[src/rtl/uart_transmitter.sv]
// UART transmit half: frames a parallel word as start, LSB-first data, optional
// parity and stop, paced by the shared oversampling Tick strobe.
module uart_transmitter #(
  parameter int DATA_BITS      = 8,
  parameter int TICKS_PER_BIT  = 16,
  parameter int STOP_BIT_TICKS = 16,
  parameter int PARITY         = 0
) (
  input  logic                 Clock,
  input  logic                 Reset,
  input  logic                 Tick,
  input  logic                 TxStart,
  input  logic [DATA_BITS-1:0] TxData,
  output logic                 Tx,
  output logic                 TxBusy,
  output logic                 TxDone
);

  localparam logic [2:0] S_IDLE  = 3'd0;
  localparam logic [2:0] S_START = 3'd1;
  localparam logic [2:0] S_DATA  = 3'd2;
  localparam logic [2:0] S_PAR   = 3'd3;
  localparam logic [2:0] S_STOP  = 3'd4;

  localparam logic [5:0] BIT_END  = 6'(TICKS_PER_BIT - 1);
  localparam logic [5:0] STOP_END = 6'(STOP_BIT_TICKS - 1);
  localparam logic [2:0] LAST_BIT = 3'(DATA_BITS - 1);
  localparam logic       ODD      = (PARITY == 2);

  logic [2:0]           state;
  logic [5:0]           tick_cnt;
  logic [2:0]           bit_cnt;
  logic [DATA_BITS-1:0] shift;
  logic                 par_acc;
  logic                 par_bit;

  // Parity over all data bits, including the one leaving the shifter this tick.
  assign par_bit = par_acc ^ shift[0] ^ ODD;
  assign TxBusy  = (state != S_IDLE);

  always_ff @(posedge Clock or posedge Reset) begin
    if (Reset) begin
      state    <= S_IDLE;
      tick_cnt <= '0;
      bit_cnt  <= '0;
      shift    <= '0;
      par_acc  <= 1'b0;
      Tx       <= 1'b1;
      TxDone   <= 1'b0;
    end else begin
      TxDone <= 1'b0;
      case (state)
        S_IDLE: begin
          Tx <= 1'b1;
          if (TxStart) begin
            shift    <= TxData;
            tick_cnt <= '0;
            par_acc  <= 1'b0;
            state    <= S_START;
            Tx       <= 1'b0;
          end
        end
        S_START: if (Tick) begin
          if (tick_cnt == BIT_END) begin
            tick_cnt <= '0;
            bit_cnt  <= '0;
            state    <= S_DATA;
            Tx       <= shift[0];
          end else tick_cnt <= tick_cnt + 6'd1;
        end
        S_DATA: if (Tick) begin
          if (tick_cnt == BIT_END) begin
            tick_cnt <= '0;
            par_acc  <= par_acc ^ shift[0];
            shift    <= shift >> 1;
            if (bit_cnt == LAST_BIT) begin
              if (PARITY != 0) begin
                state <= S_PAR;
                Tx    <= par_bit;
              end else begin
                state <= S_STOP;
                Tx    <= 1'b1;
              end
            end else begin
              bit_cnt <= bit_cnt + 3'd1;
              Tx      <= shift[1];
            end
          end else tick_cnt <= tick_cnt + 6'd1;
        end
        S_PAR: if (Tick) begin
          if (tick_cnt == BIT_END) begin
            tick_cnt <= '0;
            state    <= S_STOP;
            Tx       <= 1'b1;
          end else tick_cnt <= tick_cnt + 6'd1;
        end
        S_STOP: begin
          Tx <= 1'b1;
          if (Tick) begin
            if (tick_cnt == STOP_END) begin
              tick_cnt <= '0;
              state    <= S_IDLE;
              TxDone   <= 1'b1;
            end else tick_cnt <= tick_cnt + 6'd1;
          end
        end
        default: begin
          state <= S_IDLE;
          Tx    <= 1'b1;
        end
      endcase
    end
  end

endmodule

[config.mk]
export PLATFORM = sky130hd
export DESIGN_NAME = uart_transmitter
export DESIGN_NICKNAME = d
export VERILOG_FILES = /design/src/rtl/uart_transmitter.sv
export SDC_FILE = /design/constraint.sdc
export NUM_CORES = 1
export LEC_CHECK = 0
export ABC_AREA = 0
export BUFFER_PORTS_ARGS = -buffer_cell sky130_fd_sc_hd__buf_4
export CAP_MARGIN = 20
export CELL_PAD_IN_SITES_DETAIL_PLACEMENT = 2
export CELL_PAD_IN_SITES_GLOBAL_PLACEMENT = 2
export CORE_MARGIN = 2
export CORE_UTILIZATION = 38
export DETAILED_ROUTE_END_ITERATION = 8
export GPL_TIMING_DRIVEN = 0
export PLACE_DENSITY_LB_ADDON = 0.12
export SLEW_MARGIN = 25
export SYNTH_ARGS = -nofsm -noshare
export SYNTH_HDL_FRONTEND = slang
export SYNTH_SLANG_ARGS = --single-unit
[constraint.sdc]
create_clock -name Clock -period 4.85 [get_ports Clock]
set_input_delay 0.2425 -clock Clock [delete_from_list [all_inputs] [get_ports Clock]]
set_output_delay 0.2425 -clock Clock [all_outputs]
set_load 0.03 [all_outputs]
After elaboration in Yosys (flattened, before gate mapping)
Cells that the tools add are included.

Register bits after elaboration: 22. Bits of input ports: 12. Output and inout bits: 3. Logic and storage cells: 72.

Add/sub/neg operators: 2. Equality and inequality tests: 18. Muxes and demuxes: 35. Reductions and logical operators: 11.

Operators by type and width (count): $mux 3 (13); $mux 8 (3); $ne 2x2->1 const B (11); $mux 6 (3); $pmux 8 s2 (1); $pmux 3 s5 (1); $pmux 6 s2 (1); $reduce_and 6->1 (2); $mux 1 (11); $reduce_and 10->1 (1); $add 6x1->6 const B (1); $eq 3x2->1 const B (2); $eq 3x3->1 const B (2); $eq 6x4->1 const B (1); $pmux 3 s2 (1); $reduce_bool 2->1 (3); $pmux 1 s4 (1); $reduce_and 4->1 (1); $reduce_or 4->1 (1); $add 3x1->3 const B (1); $eq 3x1->1 const B (1); $logic_not 3->1 (1); $reduce_and 3->1 (1); $reduce_bool 3->1 (1); $ne 2x1->1 const B (1).

Depth between registers and ports, before layout
Word-level depth: 5. Gate-level depth with buffers: 7. Mapped depth without buffers: 6.

Least setup slack after synthesis
OpenSTA, ideal clock, no wires.

Path type: register -> register. Start point: reg bit_cnt[0]. End point: reg bit_cnt[0]. Setup time: 0.125 ns. Arrival time: 1.531 ns. Required time: 4.725 ns. Setup slack: 3.193 ns. Cell stages (with the launch flop): 7. Path buffers: 0. Period minus slack after synthesis: 1.657 ns. Cells stage by stage: dfrtp_1 > ha_1 > ha_1 > nor2_1 > nand2_1 > a211o_1 > mux2_4.

Word-level cells in the longest chain between the ends: 5. Elaborated cells on any way between the ends: 8. Classes of those cells: 1 x add/sub; 2 x eq/ne; 4 x mux; 1 x reduce/logical.

Ends and longest elaborated chain: start: declaration (RTL line 32) `logic [2:0] bit_cnt;`; start signal: assignment (RTL line 85) `bit_cnt <= bit_cnt + 3'd1;`; $add 3x1->3 (RTL line 85); $mux 3 (RTL line 76) `if (bit_cnt == LAST_BIT) begin`; $mux 3 (RTL line 72) `if (tick_cnt == BIT_END) begin`; $mux 3 (RTL line 71) `S_DATA: if (Tick) begin`; $pmux 3 s2 (RTL line 52) `case (state)`.

Several ways; a longest one is shown, not always the timed one. The select of a mux whose other input is x is not followed. A chain may end at the register's enable or synchronous reset.

Worst setup path in the final report
Start point: reg tick_cnt[0]. End point: reg shift[2].

Word-level cells in the longest chain between the ends: 3.

Ends and longest elaborated chain: start: declaration (RTL line 31) `logic [5:0] tick_cnt;`; start signal: assignment (RTL line 69) `end else tick_cnt <= tick_cnt + 6'd1;`; start signal: assignment (RTL line 88) `end else tick_cnt <= tick_cnt + 6'd1;`; start signal: assignment (RTL line 95) `end else tick_cnt <= tick_cnt + 6'd1;`; $eq 6x4->1 (RTL line 72); $ne 2x2->1 (no line); $reduce_and 4->1 (no line); end signal: assignment (RTL line 56) `shift <= TxData;`; end signal: assignment (RTL line 75) `shift <= shift >> 1;`; end: declaration (RTL line 33) `logic [DATA_BITS-1:0] shift;`.

No other way between the ends.

==> results by group <==
STA
  • RSZ-0062 raised after global routing: no
  • Max frequency: about 540 MHz
  • Hold WS: between 0.1 and 0.15 ns
  • Clock skew: 0.00264 ns
  • Measured slew at the worst slew-check pin: roughly 0.88 ns
  • Final Hold Vio Count: 0
  • Relative slew slack: between 40% and 50%
  • Minimum clock period: approximately 1.9 ns
  • Slew Viols, Final: 0
  • Period Utilization, post-route: a little under two fifths
  • Fin Setup TNS: 0 ns
  • Final setup vio count: 0

Layout
  • Area Growth Syn to Fin: 14.9%
  • Layout fillers: roughly 350
  • Final Non-Filler Cells: approximately 170
  • Util after Layout: 44.6%
  • Commonest non-fill, non-tap cell in the layout: dfrtp_1
  • N_diodes: 0
  • Layout cells sized above 1: 22.4%
  • Net count, final: 150
  • Most frequent cells in the layout: 21 x dfrtp_1, 16 x nor2_1, 15 x buf_4

Clock network
  • Clock-pin slew on the worst setup and hold paths: about 0.12 ns
  • Root Buffer: clkbuf_4
  • Total CTS buffers: 3
  • H-tree Lvls: 1
  • CTS tree: yes
  • CTS Buffer Depth: 2
  • Setup Buffers After CTS: 0
  • Hold_buf cts: 0
  • Worst skew pair latency: ~0.30 ns
  • CTS resizes: 0
  • Clock Sinks: 22

GRT
  • Initial antenna violation count: 0
  • Largest net degree at the start of global routing: 23
  • Total global routing overflow: 0
  • GRT Overall Usage: 18.2%
  • First-pass GRT wire length: a little under 5 mm
  • Vias in the first global route: 1064

Floorplanning
  • Number of cell rows: 20
  • Die area: around 3500 sq um
  • Die extent in y: around 59 um
  • Initial core utilization: 38.8%
  • Total core area: 2980 sq um
  • IO Count: 15
  • Die Wd: slightly below 60 um

Synthesis
  • Register area share after synthesis: between 40% and 50%
  • Mapped cell area: 1160 sq um
  • Synth area leader: dfrtp_1
  • Asr flop ratio synth: 100%
  • Top FF cell, synth: dfrtp_1
  • EDFF count, synth: 0
  • Synthesized instance count: roughly 120
  • Mapped Avg Cell Area: ~10 sq um
  • Yosys reg bits: 22
  • Yosys cell types: 41
  • Top post-synthesis cells by area: dfrtp_1 45%, nor2_1 5.2%, a21oi_1 3.9%
  • Synth top area share: between 40% and 50%
  • Yosys warnings: 0
  • Net Count, Synth: approximately 130

Pwr
  • Leakage: ~0.00056 uW
  • Power Density: roughly 530 nW/um^2
  • Power, Total: between 600 and 700 uW
  • VDD IR max: between 150 and 200 uV

Placement
  • HPWL Detailed: 2.18 mm
  • Routability Congestion: approximately 0.8
  • # port buffers: 14
  • Placed cell count: around 160

Worst hold path
  • Worst min path class: primary input to async pin

Detailed routing
  • Remaining DRCs: 0
  • Drt total wl: 2.85 mm
  • ANT nets after route: 0
  • Drt pass-1 iters: 4
  • Via count: ~960
  • WL/cell: between 15 and 20 um
  • Via-to-Cell Ratio: around 5.7
  • First-iteration detailed-routing DRC count: 13

Critical path
  • Crit-path max cell delay: ~0.42 ns
  • Worst path bufs/invs: 2
  • Slowest stage cell, crit path: dfrtp_1
  • Critical Path Start Type: flop
  • Worst path cell trace: ha_1 -> and3_1 -> buf_6 -> nand4_1 -> buf_2 -> o22ai_1 -> a21oi_1
  • Family with the most delay on the worst path: simple AND/OR/NAND/NOR gates
  • Crit path capture type: flop
  • Critical Path AT: approximately 2.1 ns
  • Path type of the worst setup path: flop to flop
  • Max Fanout on Critical Path: 10
  • Worst path required time: 5.08 ns

Flow run
  • Max Cap Viol: 0

Status
  • Outcome: finished, final reports clean
## layer usage
metal	up-vias	global-route usage, %	share of wire (%)
li1	464	-	-
met1	481	23.6	46
met5	-	0	0
met2	12	32.1	51
met4	0	5.19	0.42
met3	2	1.97	2.2
## sequential cells by signal (all words and copies together) (netlist names)
signal    flops
tick_cnt      6
shift         8
TxDone        1
Tx            1
bit_cnt       3
state         3
## final timing paths
path	start	to	slack, ns	cells past startpoint
max in group asynchronous	Reset	shift[1]	4.20	2
setup / recovery	tick_cnt[0]	shift[2]	3.00	7
setup reg to reg	tick_cnt[0]	shift[2]	3.00	7
hold reg to reg	tick_cnt[5]	tick_cnt[5]	0.52	1
hold / removal	Reset	tick_cnt[5]	0.11	2
min in group Clock	TxData[7]	shift[7]	0.15	3
## area by class of cell
cell class	instances	area [sq um]	area share, %
repair buffers	14	105	7.91
multi-input cells	86	553	41.6
inverters	3	11.3	0.847
well taps	33	41.3	3.11
clock buffers	4	26.3	1.98
plain buffers	5	40.0	3.01
flip-flops and latches	22	552	41.5
## cell families after synthesis
group | count (synthesis) | synth area share [%]
multiplexers | 3 | 3.14
adder cells (fa/ha/maj) | 3 | 3.25
buffers and inverters | 8 | 4.44
AND/OR/NAND/NOR | 46 | 22.5
flip-flops | 22 | 47.7
AO/OA/AOI/OAI | 34 | 18.9
## power breakdown
| part | switching (uW) | leakage (uW) | internal [uW] |
|---|---|---|---|
| Sequential | 53.1 | 0.000264 | 254 |
| Combinational | 167 | 0.000282 | 136 |
| Clock | 55.9 | 0.0000150 | 32.0 |
## through the flow
| stage | cell area [sq um] | setup slack, ns |
|---|---|---|
| 3_3_place_gp | 1300 | 3.08 |
| 4_1_cts | 1330 | 2.96 |
| 3_5_place_dp | 1300 | 2.99 |
| 5_1_grt | 1330 | 2.82 |
| 6_report | 1330 | 3.00 |
| 2_1_floorplan | 1160 | 3.19 |
## synthesized netlist by cell type, types with 2 or more instances
cell type	instances
nor2_1	16
nand2b_1	3
nand3_1	7
buf_2	2
ha_1	3
nand4_1	2
buf_6	2
nor3_1	3
o22ai_1	7
o21ai_0	5
dfrtp_1	21
nand2_1	6
inv_1	2
a22o_1	2
a21oi_1	9
(Power assumes the default switching activity.)
